<file path="config.mk">
export PLATFORM = sky130hd
export DESIGN_NAME = rr_mux_2to1_stage_flat
export DESIGN_NICKNAME = d
export VERILOG_FILES = /design/src/rtl/rr_mux_2to1_stage_pkg.sv /design/src/rtl/rr_mux_2to1_stage_if.sv /design/src/rtl/rr_mux_2to1_stage_mux.sv /design/src/rtl/rr_mux_2to1_stage.sv /design/src/flat_wrapper.sv
export SDC_FILE = /design/constraint.sdc
export NUM_CORES = 1
export LEC_CHECK = 0
export ABC_CLOCK_PERIOD_IN_PS = 1200
export BUFFER_PORTS_ARGS = -buffer_cell sky130_fd_sc_hd__buf_4
export CORE_AREA = 2 2 39 41
export DETAILED_ROUTE_END_ITERATION = 6
export DIE_AREA = 0 0 41 43
export PLACE_DENSITY = 0.59
export SYNTH_ARGS = -nofsm -noshare
export SYNTH_HDL_FRONTEND = slang
export SYNTH_SLANG_ARGS = --single-unit
</file>
<file path="constraint.sdc">
create_clock -name clk -period 1.2 [get_ports clk]
set_input_delay 0.3 -clock clk [delete_from_list [all_inputs] [get_ports clk]]
set_output_delay 0.3 -clock clk [all_outputs]
set_load 0.01 [all_outputs]
</file>
<file path="src/rtl/rr_mux_2to1_stage_pkg.sv">
// -----------------------------------------------------------------------------
// rr_mux_pkg
// Shared definitions for the two-channel round-robin select stage:
//   SEL_IN0 / SEL_IN1 : mux select encodings (0 = channel 0, 1 = channel 1)
//   DEFAULT_W         : default word width
//   GNT_CNT_W / MAX   : width and saturation value of the optional grant
//                       counters (built when RR_MUX_GRANT_CNT_EN is defined)
//   sat_inc()         : saturating increment for those counters
// -----------------------------------------------------------------------------
package rr_mux_pkg;

  localparam logic SEL_IN0 = 1'b0;
  localparam logic SEL_IN1 = 1'b1;

  localparam int DEFAULT_W = 4;

  localparam int                   GNT_CNT_W   = 8;
  localparam logic [GNT_CNT_W-1:0] GNT_CNT_MAX = 8'hFF;

  function automatic logic [GNT_CNT_W-1:0] sat_inc(input logic [GNT_CNT_W-1:0] v);
    return (v == GNT_CNT_MAX) ? v : v + GNT_CNT_W'(1);
  endfunction

endpackage

</file>
<file path="src/rtl/rr_mux_2to1_stage_if.sv">
// -----------------------------------------------------------------------------
// rr_mux_2to1_stage_if
// Bundles the two producer channels and the single consumer channel of the
// round-robin stage.
//
// Handshake: a word moves across a channel on a rising clk edge where both
// valid and ready are high. A producer raises valid with its data and holds
// both unchanged until it sees ready; ready may depend combinationally on
// valid, valid never depends on ready.
//
// Signals:
//   in0_valid/in0_ready/in0_data  channel 0 producer
//   in1_valid/in1_ready/in1_data  channel 1 producer
//   out_valid/out_ready/out_data  consumer side, registered word
//   out_sel                       source channel of out_data
// Modports:
//   slave  : the stage (accepts producers, drives the consumer)
//   master : the environment (producers and consumer)
// -----------------------------------------------------------------------------
interface rr_mux_2to1_stage_if
  import rr_mux_pkg::*;
#(
  parameter int W = DEFAULT_W
);

  logic         in0_valid;
  logic         in0_ready;
  logic [W-1:0] in0_data;
  logic         in1_valid;
  logic         in1_ready;
  logic [W-1:0] in1_data;
  logic         out_valid;
  logic         out_ready;
  logic [W-1:0] out_data;
  logic         out_sel;

  modport slave (
    input  in0_valid, in0_data, in1_valid, in1_data, out_ready,
    output in0_ready, in1_ready, out_valid, out_data, out_sel
  );

  modport master (
    output in0_valid, in0_data, in1_valid, in1_data, out_ready,
    input  in0_ready, in1_ready, out_valid, out_data, out_sel
  );

endinterface

</file>
<file path="src/rtl/rr_mux_2to1_stage_mux.sv">
// -----------------------------------------------------------------------------
// mux_2to1_w
// Pure combinational W-bit 2:1 word mux (same function as the 6:3 and 8:4
// muxes at W=3 and W=4).
// Ports:
//   in0, in1 : candidate words
//   sel      : 0 selects in0, 1 selects in1
//   y        : selected word
// -----------------------------------------------------------------------------
module mux_2to1_w #(
  parameter int W = 4
) (
  input  logic [W-1:0] in0,
  input  logic [W-1:0] in1,
  input  logic         sel,
  output logic [W-1:0] y
);

  assign y = sel ? in1 : in0;

endmodule

</file>
<file path="src/rtl/rr_mux_2to1_stage.sv">
// -----------------------------------------------------------------------------
// rr_mux_2to1_stage
// Registered two-channel round-robin select stage. Grants one of two producers,
// steers its word through mux_2to1_w and registers it on a single valid/ready
// output. One word per cycle with out_ready held high.
//
// Ports:
//   clk       rising-edge clock
//   rst_n     synchronous active-low reset
//   bus       rr_mux_2to1_stage_if.slave (in0_*, in1_*, out_*, out_sel)
//   gnt_cnt0  accepted-transfer count for channel 0, saturating  (optional)
//   gnt_cnt1  accepted-transfer count for channel 1, saturating  (optional)
//
// Build option: define RR_MUX_GRANT_CNT_EN to add gnt_cnt0/gnt_cnt1. The
// datapath and handshake are identical either way.
// -----------------------------------------------------------------------------
module rr_mux_2to1_stage
  import rr_mux_pkg::*;
#(
  parameter int W = DEFAULT_W
) (
  input  logic                 clk,
  input  logic                 rst_n,
  rr_mux_2to1_stage_if.slave   bus
`ifdef RR_MUX_GRANT_CNT_EN
  ,
  output logic [GNT_CNT_W-1:0] gnt_cnt0,
  output logic [GNT_CNT_W-1:0] gnt_cnt1
`endif
);

  logic         out_valid_q, out_valid_d;
  logic [W-1:0] out_data_q,  out_data_d;
  logic         out_sel_q,   out_sel_d;
  // Channel granted on the most recent transfer; the other one wins a tie.
  logic         last_q,      last_d;

  logic         load_en;
  logic         any_valid;
  logic         grant;
  logic [W-1:0] mux_y;

  // The output register can take a word when it is empty or being drained.
  assign load_en   = !out_valid_q || bus.out_ready;
  assign any_valid = bus.in0_valid || bus.in1_valid;

  // Tie goes to the channel not served last; otherwise the lone requester.
  // With no requester grant is a don't-care and is gated off below.
  assign grant = (bus.in0_valid && bus.in1_valid) ? ~last_q : bus.in1_valid;

  mux_2to1_w #(.W(W)) u_mux (
    .in0 (bus.in0_data),
    .in1 (bus.in1_data),
    .sel (grant),
    .y   (mux_y)
  );

  // rst_n gating keeps both producers stalled for the whole reset cycle.
  assign bus.in0_ready = rst_n && load_en && bus.in0_valid && (grant == SEL_IN0);
  assign bus.in1_ready = rst_n && load_en && bus.in1_valid && (grant == SEL_IN1);

  always_comb begin
    out_valid_d = out_valid_q;
    out_data_d  = out_data_q;
    out_sel_d   = out_sel_q;
    last_d      = last_q;
    if (load_en) begin
      if (any_valid) begin
        out_valid_d = 1'b1;
        out_data_d  = mux_y;
        out_sel_d   = grant;
        last_d      = grant;
      end else begin
        // Drained with nothing to replace it; word and source are kept.
        out_valid_d = 1'b0;
      end
    end
  end

  always_ff @(posedge clk) begin
    if (!rst_n) begin
      out_valid_q <= 1'b0;
      out_data_q  <= '0;
      out_sel_q   <= SEL_IN0;
      last_q      <= SEL_IN1;
    end else begin
      out_valid_q <= out_valid_d;
      out_data_q  <= out_data_d;
      out_sel_q   <= out_sel_d;
      last_q      <= last_d;
    end
  end

  assign bus.out_valid = out_valid_q;
  assign bus.out_data  = out_data_q;
  assign bus.out_sel   = out_sel_q;

`ifdef RR_MUX_GRANT_CNT_EN
  logic [GNT_CNT_W-1:0] cnt0_q, cnt0_d;
  logic [GNT_CNT_W-1:0] cnt1_q, cnt1_d;

  always_comb begin
    cnt0_d = cnt0_q;
    cnt1_d = cnt1_q;
    if (bus.in0_ready) cnt0_d = sat_inc(cnt0_q);
    if (bus.in1_ready) cnt1_d = sat_inc(cnt1_q);
  end

  always_ff @(posedge clk) begin
    if (!rst_n) begin
      cnt0_q <= '0;
      cnt1_q <= '0;
    end else begin
      cnt0_q <= cnt0_d;
      cnt1_q <= cnt1_d;
    end
  end

  assign gnt_cnt0 = cnt0_q;
  assign gnt_cnt1 = cnt1_q;
`endif

endmodule

</file>
<file path="src/flat_wrapper.sv">
// flat-port wrapper written by rule: the top's interface ports become plain ports
module rr_mux_2to1_stage_flat import rr_mux_pkg::*;
#(
  parameter int W = DEFAULT_W
)
  (clk, rst_n, bus_in0_valid, bus_in0_data, bus_in1_valid, bus_in1_data, bus_out_ready, bus_in0_ready, bus_in1_ready, bus_out_valid, bus_out_data, bus_out_sel);
  rr_mux_2to1_stage_if #(.W(W)) bus_i ();
  input  logic clk;
  input  logic rst_n;
  input wire logic [$bits(bus_i.in0_valid)-1:0] bus_in0_valid;
  input wire logic [$bits(bus_i.in0_data)-1:0] bus_in0_data;
  input wire logic [$bits(bus_i.in1_valid)-1:0] bus_in1_valid;
  input wire logic [$bits(bus_i.in1_data)-1:0] bus_in1_data;
  input wire logic [$bits(bus_i.out_ready)-1:0] bus_out_ready;
  output wire logic [$bits(bus_i.in0_ready)-1:0] bus_in0_ready;
  output wire logic [$bits(bus_i.in1_ready)-1:0] bus_in1_ready;
  output wire logic [$bits(bus_i.out_valid)-1:0] bus_out_valid;
  output wire logic [$bits(bus_i.out_data)-1:0] bus_out_data;
  output wire logic [$bits(bus_i.out_sel)-1:0] bus_out_sel;
  assign bus_i.in0_valid = bus_in0_valid;
  assign bus_i.in0_data = bus_in0_data;
  assign bus_i.in1_valid = bus_in1_valid;
  assign bus_i.in1_data = bus_in1_data;
  assign bus_i.out_ready = bus_out_ready;
  assign bus_in0_ready = bus_i.in0_ready;
  assign bus_in1_ready = bus_i.in1_ready;
  assign bus_out_valid = bus_i.out_valid;
  assign bus_out_data = bus_i.out_data;
  assign bus_out_sel = bus_i.out_sel;
  rr_mux_2to1_stage #(.W(W)) u_core (.clk(clk), .rst_n(rst_n), .bus(bus_i));
endmodule
</file>
==> flow_summary.ini, run 1 <==
[worst_setup_path]
cp.arrival_ps = 1020
cp.required_ps = 900
cp-start-kind = register
reg2regPathDepth = 4
setup.worst_path.end = bus_in1_ready
critical_path.cell_chain = a21boi_4 > and3_2 > buf_4
cp_max_fo = 3
worst_r2r_endpoint = u_core.bus.out_data[0]$_SDFFE_PN0P_
endpoint_kind = primary output
rrSetupSlack_ps = 140
cpPeakStageDelay_ps = 330
crit_type = reg -> out
cp_slowest_cell = dfxtp_2
startpoint = u_core.last_q$_SDFFE_PN1P_
r2r-start = u_core.last_q$_SDFFE_PN1P_

[timing]
hold_viol_final = 0
tightest_slew_ps = 277.6
finalSetupViolCount = 2
skew_ps = 4.191
setup_ws_ps = -117.8
period_minus_slack_ps = 1318
rsz0062_at_grt = yes
fmax_mhz = 758.8
fin_crit_sh_pct = 109.8
finalHoldWorstSlack_ps = 245.1
setup_tns_ps = -168.2
maxSlewHeadroom_pct = 81.43
maxSlewViolCount = 0

[place]
routabilityCongestion = 0.6602
dp_cells = 75
place_ws_ps = -45.46
dp_hpwl_microns = 636.6
port_buffers = 20

[yosys]
synth_top_area_share_pct = 41.95
syn_nets = 50
yosysSeqAreaShare_pct = 41.95
async_flop_share_pct = 0
yosys-top-cells-count = 7 x a21oi_1, 7 x dfxtp_1, 4 x a211oi_1, 4 x mux2i_1, 3 x nor2_1
synth_cell_types = 17
synth_warnings = 0
avgSynthCellArea_sq_um = 9.029
synth-seq-cells = 7
synthFlopType = dfxtp_1
synthCells = 37
synth-edff-count = 0
synth_area_leader_cell = dfxtp_1
synth_area_sq_um = 334.1
synth_area_leaders = dfxtp_1 42%, mux2i_1 12%, a21oi_1 10%

[clock_tree]
cts_tree = done
cts-htree-levels = 1
cts.sinks = 7
cts_buffers = 3
clk_latency_ps = 250
hold_buffers = 0
clk_pin_slew_worst_paths_ps = 50
root_buffer = clkbuf_4
clock_path_buffers = 2

[global_route]
overflow = 0
grt_antenna_before_repair = 0
grt_max_degree = 7
grt_pass1_vias = 359
grt_pass1_wl_microns = 1345
track_usage_pct = 11.14

[floorplanning]
pin_count = 21
die_x_microns = 41
die_area_sq_um = 1763
fp-row-count = 14
start_util_pct = 24.14
core_sq_um = 1384
die_h_microns = 43

[finish]
diodes = 0
drive_above_1_share_pct = 49.23
fin_nets = 79
synthToLayoutAreaGrowth_pct = 69.66
fin_cells = 81

[worst_hold_path]
hold_start = rst_n
min_path_type = in -> reg

[routing]
wl_met1_microns = 404
drc = 0
wl_met3_microns = 71
vias = 366
wirelength_microns = 818
wl_per_cell_microns = 10.10
first_pass_iters = 2
ant_nets = 0
wl_met2_microns = 342
vias_per_cell = 4.519
first_iter_violations = 2
top_layer = met3

[flow_run]
drv_cap = 0

[status]
violations = setup timing
status = finished, violations left

[power]
p_comb_share_pct = 24.7
powerDensity_nw_per_um2 = 1121
p_switching_uw = 162.2
p_int_uw = 473.0
leakagePower_nw = 0.2688
p_seq_share_pct = 41.9
peakVddDrop_mv = 0.3926
switching_share_pct = 25.53
clkPwrFrac_pct = 33.4
power.total_uw = 635.2
==> how the worst min path moves through the flow <==
stage,end,slack (ps),cells after the start
3_3_place_gp,u_core.bus.out_sel$_SDFFE_PN0P_,470,2
5_1_grt,u_core.last_q$_SDFFE_PN1P_,240,2
2_1_floorplan,u_core.last_q$_SDFFE_PN1P_,380,1
3_5_place_dp,u_core.bus.out_sel$_SDFFE_PN0P_,470,2
4_1_cts,u_core.last_q$_SDFFE_PN1P_,250,2
6_report,u_core.last_q$_SDFFE_PN1P_,250,2
==> cells by family (layout without fill, tap and decap cells) <==
logic type	after synthesis	after routing	share of synthesized area, %
flops	7	7	41.95
buf+inv	2	30	2.245
mux	4	4	11.99
simple gates	10	10	15.73
compound gates	14	14	28.09
==> worst max-delay path: cells and delay by family (launching register included) <==
family | cells | cell delay [ps]
AO/OA/AOI/OAI | 1 | 140
buffers and inverters | 1 | 110
AND/OR/NAND/NOR | 1 | 180
flip-flops | 1 | 330
==> layout make-up <==
cell class,instances,area (sq um)
fillers,153,817.0
repair buffers,25,187.7
multi-input cells,28,186.4
flip-flops and latches,7,142.6
clock buffers,4,26.28
well taps,16,20.02
inverters,1,3.754
==> placed cells by master, fill, tap and decap left out, drive strengths merged <==
cell	instances
o21ai	2
a21oi	7
nand3	1
nand2b	1
nand2	1
buf	25
nor2b	1
a21boi	1
inv	1
mux2i	4
dfxtp	7
clkbuf	4
or2	1
and3	2
a211oi	4
nor2	3
==> registers in the layout, indices dropped and copies added, names as in the netlist <==
signal / cells
u_core.bus.out_data: 4
u_core.bus.out_sel: 1
u_core.bus.out_valid: 1
u_core.last_q: 1
==> metrics by stage <==
stage          cell area (sq um)  utilization (%)
4_1_cts                    566.8            40.96
5_1_grt                    566.8            40.96
3_5_place_dp               523.0            37.79
3_3_place_gp               523.0            37.79
2_1_floorplan              335.3                -
6_report                   566.8            40.96
==> power groups by stage <==
stage                     clock network (mW)  logic, mW  registers [mW]
final                                  0.212      0.157           0.266
after global placement                     0      0.149           0.271
after floorplan                            0     0.0604           0.277
after detailed placement                   0      0.152           0.270
after CTS                              0.218      0.159           0.266
after global routing                   0.230      0.174           0.270
==> routing by layer <==
layer,global-route usage [%],vias up
met5,0,-
met4,6.000,0
met3,3.141,0
met2,13.13,17
met1,17.36,159
li1,-,190
==> what timing repair did <==
| action | 4_1_cts | 5_1_grt |
|---|---|---|
| endpoints found under the setup margin | 2 | 2 |
| setup buffers | 2 | 0 |
| resized for setup | 2 | 0 |
| pin swaps | 1 | 0 |
(Power assumes the default switching activity.)
==> inputs of run 2 (changes only) <==
- SETUP_SLACK_MARGIN: unset -> 0.2
==> flow_summary.ini, run 2 (synthesis gave the netlist of run 1 again) <==
[status]
status = finished, violations left
violations = setup timing

[routing]
vias = 390
drc = 0
wl_per_cell_microns = 11.70
first_pass_iters = 2
first_iter_violations = 2
ant_nets = 0
wirelength_microns = 948
vias_per_cell = 4.815

[worst_setup_path]
cp_max_fo = 3
startpoint = u_core.last_q$_SDFFE_PN1P_
crit_buf_inv = 1
critical_path.cell_chain = a21boi_4 > and3_4 > buf_6
endpoint_kind = primary output
path_delay_family = flip-flops
reg2regPathDepth = 4
r2r-start = u_core.last_q$_SDFFE_PN1P_
cp.arrival_ps = 1020
rrSetupSlack_ps = 110
worst_r2r_endpoint = u_core.bus.out_data[2]$_SDFFE_PN0P_
cpPeakStageDelay_ps = 330
setup.worst_path.end = bus_in1_ready
cp_slowest_cell = dfxtp_2
crit_type = reg -> out
cp.required_ps = 900
cp-start-kind = register
crit_cells = 3

[floorplanning]
start_util_pct = 24.14
die_h_microns = 43
die_area_sq_um = 1763
core_sq_um = 1384
pin_count = 21
fp-row-count = 14
die_x_microns = 41

[timing]
maxSlewHeadroom_pct = 84.91
hold_viol_final = 0
rsz0062_at_grt = yes
period_minus_slack_ps = 1320
fmax_mhz = 757.8
skew_ps = 0.4542
finalHoldWorstSlack_ps = 247.5
setup_ws_ps = -119.5
maxSlewViolCount = 0
fin_crit_sh_pct = 110.0
finalSetupViolCount = 2
tightest_slew_ps = 225.5

[global_route]
track_usage_pct = 12.98
grt_pass1_vias = 395
grt_antenna_before_repair = 0
grt_pass1_wl_microns = 1511
overflow = 0
grt_max_degree = 7

[finish]
layout_common_cells = 17 x buf_4, 8 x buf_6, 7 x a21oi_1, 7 x dfxtp_2
drive_above_1_share_pct = 66.15
fin_cells = 81
largest_reg_flops = 4
fin_util_pct = 46.11
synthToLayoutAreaGrowth_pct = 91.01
diodes = 0
final_cell_area_sq_um = 638.1
fin_nets = 79
mostFrequentLayoutCell = buf_4

[flow_run]
drv_cap = 0

[power]
powerDensity_nw_per_um2 = 1065
p_comb_share_pct = 27.7
p_int_uw = 498.6
peakVddDrop_mv = 0.4429
power.total_uw = 679.7
switching_share_pct = 26.65
p_seq_share_pct = 40.3
clkPwrFrac_pct = 32.0
leakagePower_nw = 0.2913
p_switching_uw = 181.2

[worst_hold_path]
hold-path-cell-count = 2
min_path_type = in -> reg

[place]
dp_hpwl_microns = 670.7
port_buffers = 20
dp_cells = 75
routabilityCongestion = 0.7097
placed_area_sq_um = 529.3

[clock_tree]
cts_tree = done
clock_path_buffers = 2
clk_latency_ps = 250
cts.sinks = 7
clk_pin_slew_worst_paths_ps = 50
cts_buffers = 3
cts-htree-levels = 1
root_buffer = clkbuf_4
hold_buffers = 0
[run 2: worst min-delay path by stage]
stage / from / to / slack (ps)
floorplan: rst_n / u_core.last_q$_SDFFE_PN1P_ / 380
global placement: u_core.bus.out_sel$_SDFFE_PN0P_ / u_core.bus.out_sel$_SDFFE_PN0P_ / 470
detailed placement: u_core.bus.out_sel$_SDFFE_PN0P_ / u_core.bus.out_sel$_SDFFE_PN0P_ / 480
CTS: rst_n / u_core.last_q$_SDFFE_PN1P_ / 250
global route: rst_n / u_core.last_q$_SDFFE_PN1P_ / 260
finish: rst_n / u_core.last_q$_SDFFE_PN1P_ / 250
[run 2: metal layers]
metal | global-route usage, % | vias to the layer above | wire, microns
met1 | 15.21 | 177 | 375
met4 | 10.00 | 0 | 26
met2 | 17.81 | 19 | 448
met5 | 0 | - | 0
li1 | - | 190 | -
met3 | 5.236 | 4 | 98
[run 2: cell type report]
type                            count  area (sq um)
Clock buffer                        4         26.28
Sequential cell                     7         148.9
Multi-Input combinational cell     28         221.5
Timing Repair Buffer               25         217.7
Inverter                            1         3.754
Tap cell                           16         20.02
Fill cell                         150         745.7
[run 2: what timing repair did]
| item | in CTS | in global routing |
|---|---|---|
| endpoints found under the setup margin | 12 | 13 |
| endpoints found under the hold margin | 0 | 0 |
| pin swaps | 0 | 1 |
| setup buffers | 1 | 1 |
| resized for setup | 16 | 5 |
[run 2: per-stage QoR]
stage	setup WS, ps	setup TNS, ps
2_1_floorplan	115.0	0
3_3_place_gp	-10.01	-10.01
3_5_place_dp	-26.29	-26.29
4_1_cts	-122.7	-174.9
5_1_grt	-156.6	-267.5
6_report	-119.5	-173.9
[run 2: power by group through the flow]
stage	Sequential, mW	Clock, mW	Combinational (mW)
after floorplan	0.278	0	0.0628
after global placement	0.272	0	0.152
after detailed placement	0.271	0	0.154
after CTS	0.274	0.225	0.176
after global routing	0.276	0.237	0.204
final	0.274	0.217	0.188
==> inputs of run 3 (changes only) <==
- BUFFER_PORTS_ARGS: -buffer_cell sky130_fd_sc_hd__buf_4 -> -buffer_cell sky130_fd_sc_hd__buf_2
- SETUP_SLACK_MARGIN: 0.2 -> unset
==> flow_summary.ini, run 3 (synthesis gave the netlist of run 1 again) <==
[routing]
wl_per_cell_microns = 11.15
first_iter_violations = 11
first_pass_iters = 4
wirelength_microns = 914
vias = 391
drc = 0
vias_per_cell = 4.768
ant_nets = 0

[place]
dp_cells = 76
placed_area_sq_um = 480.5
port_buffers = 20
routabilityCongestion = 0.6302
place_ws_ps = -39.37

[timing]
setup_ws_ps = -108.7
period_minus_slack_ps = 1309
maxSlewViolCount = 0
tightest_slew_ps = 314.2
hold_viol_final = 0
fmax_mhz = 764.1
setup_tns_ps = -142.8
finalSetupViolCount = 2
rsz0062_at_grt = yes
maxSlewHeadroom_pct = 78.97
skew_ps = 0.7190
fin_crit_sh_pct = 109.1

[global_route]
grt_antenna_before_repair = 0
grt_pass1_vias = 379
grt_max_degree = 7
track_usage_pct = 12.27
grt_pass1_wl_microns = 1455
overflow = 0

[power]
peakVddDrop_mv = 0.3765
leakagePower_nw = 0.2693
powerDensity_nw_per_um2 = 1134

[finish]
diodes = 0
largest_reg_flops = 4
fin_util_pct = 40.33
fill_cells = 144
fin_cells = 82
mostFrequentLayoutCell = buf_2
fin_nets = 80
multiInputGateArea_sq_um = 211.5
layout_common_cells = 19 x buf_2, 7 x a21oi_1, 6 x buf_4
final_cell_area_sq_um = 558.0
seqCellArea_sq_um = 145.1
synthToLayoutAreaGrowth_pct = 67.04
drive_above_1_share_pct = 56.06

[clock_tree]
clock_path_buffers = 2
hold_buffers = 0
cts.sinks = 7
cts_tree = done
cts-htree-levels = 1
cts_buffers = 3
clk_latency_ps = 250
root_buffer = clkbuf_4
clk_pin_slew_worst_paths_ps = 50

[floorplanning]
core_sq_um = 1384
die_area_sq_um = 1763
fp-row-count = 14
pin_count = 21
die_h_microns = 43
start_util_pct = 24.14
die_x_microns = 41

[flow_run]
drv_cap = 0

[worst_hold_path]
hold-path-cell-count = 2
min_path_type = in -> reg
hold_start = rst_n
hold_path_end = u_core.last_q$_SDFFE_PN1P_

[status]
violations = setup timing
status = finished, violations left

[worst_setup_path]
crit_type = reg -> out
r2r-start = u_core.last_q$_SDFFE_PN1P_
endpoint_kind = primary output
cp.arrival_ps = 1010
reg2regPathDepth = 4
cp.required_ps = 900
rrSetupSlack_ps = 90
worst_r2r_endpoint = u_core.bus.out_data[2]$_SDFFE_PN0P_
cp-start-kind = register
cp_max_fo = 3
==> run 3: what timing repair did <==
action / 4_1_cts / 5_1_grt
gates resized for setup: 6 / 3
pin swaps: 4 / 2
setup buffers: 3 / 0
setup endpoints to repair: 2 / 6
==> run 3: worst max-delay path by stage <==
stage / from / endpoint / slack [ps]
floorplan: u_core.bus.out_valid$_SDFFE_PN0P_ / bus_in1_ready / 80
global placement: bus_out_ready / bus_in1_ready / -20
detailed placement: bus_out_ready / bus_in1_ready / -40
CTS: u_core.last_q$_SDFFE_PN1P_ / bus_in1_ready / -140
global route: u_core.last_q$_SDFFE_PN1P_ / bus_in1_ready / -160
finish: u_core.last_q$_SDFFE_PN1P_ / bus_in1_ready / -110
==> run 3: layout make-up <==
cell class | instances | share of cell area [%]
Tap cell | 16 | 3.587
Sequential cell | 7 | 26.01
Multi-Input combinational cell | 28 | 37.89
Inverter | 1 | 0.6726
Timing Repair Buffer | 26 | 27.13
Clock buffer | 4 | 4.709
==> run 3: power breakdown <==
group	switching, mW	internal [mW]
registers	0.0129	0.253
clock network	0.0862	0.127
logic	0.0725	0.0812
total	0.172	0.461
==> run 3: worst max-delay path, stage by stage, from the launching register on <==
cell and delay [ps]:
dfxtp_2 330, a21boi_4 140, and3_4 200, buf_6 90
==> run 3: per-layer routing <==
| metal | track usage (%) | up-vias | share of wire, % |
|---|---|---|---|
| met5 | 0 | - | 0 |
| met4 | 8.000 | 0 | 0 |
| met3 | 3.141 | 0 | 9.1 |
| met2 | 16.56 | 19 | 47 |
| met1 | 16.50 | 181 | 44 |
| li1 | - | 191 | - |
==> run 3: metrics by stage <==
step	power [mW]	hold slack [ps]
finish	0.6329	277.7
floorplan	0.3378	380.0
global placement	0.3995	470.1
CTS	0.6401	267.4
detailed placement	0.4016	466.5
global route	0.6751	275.4
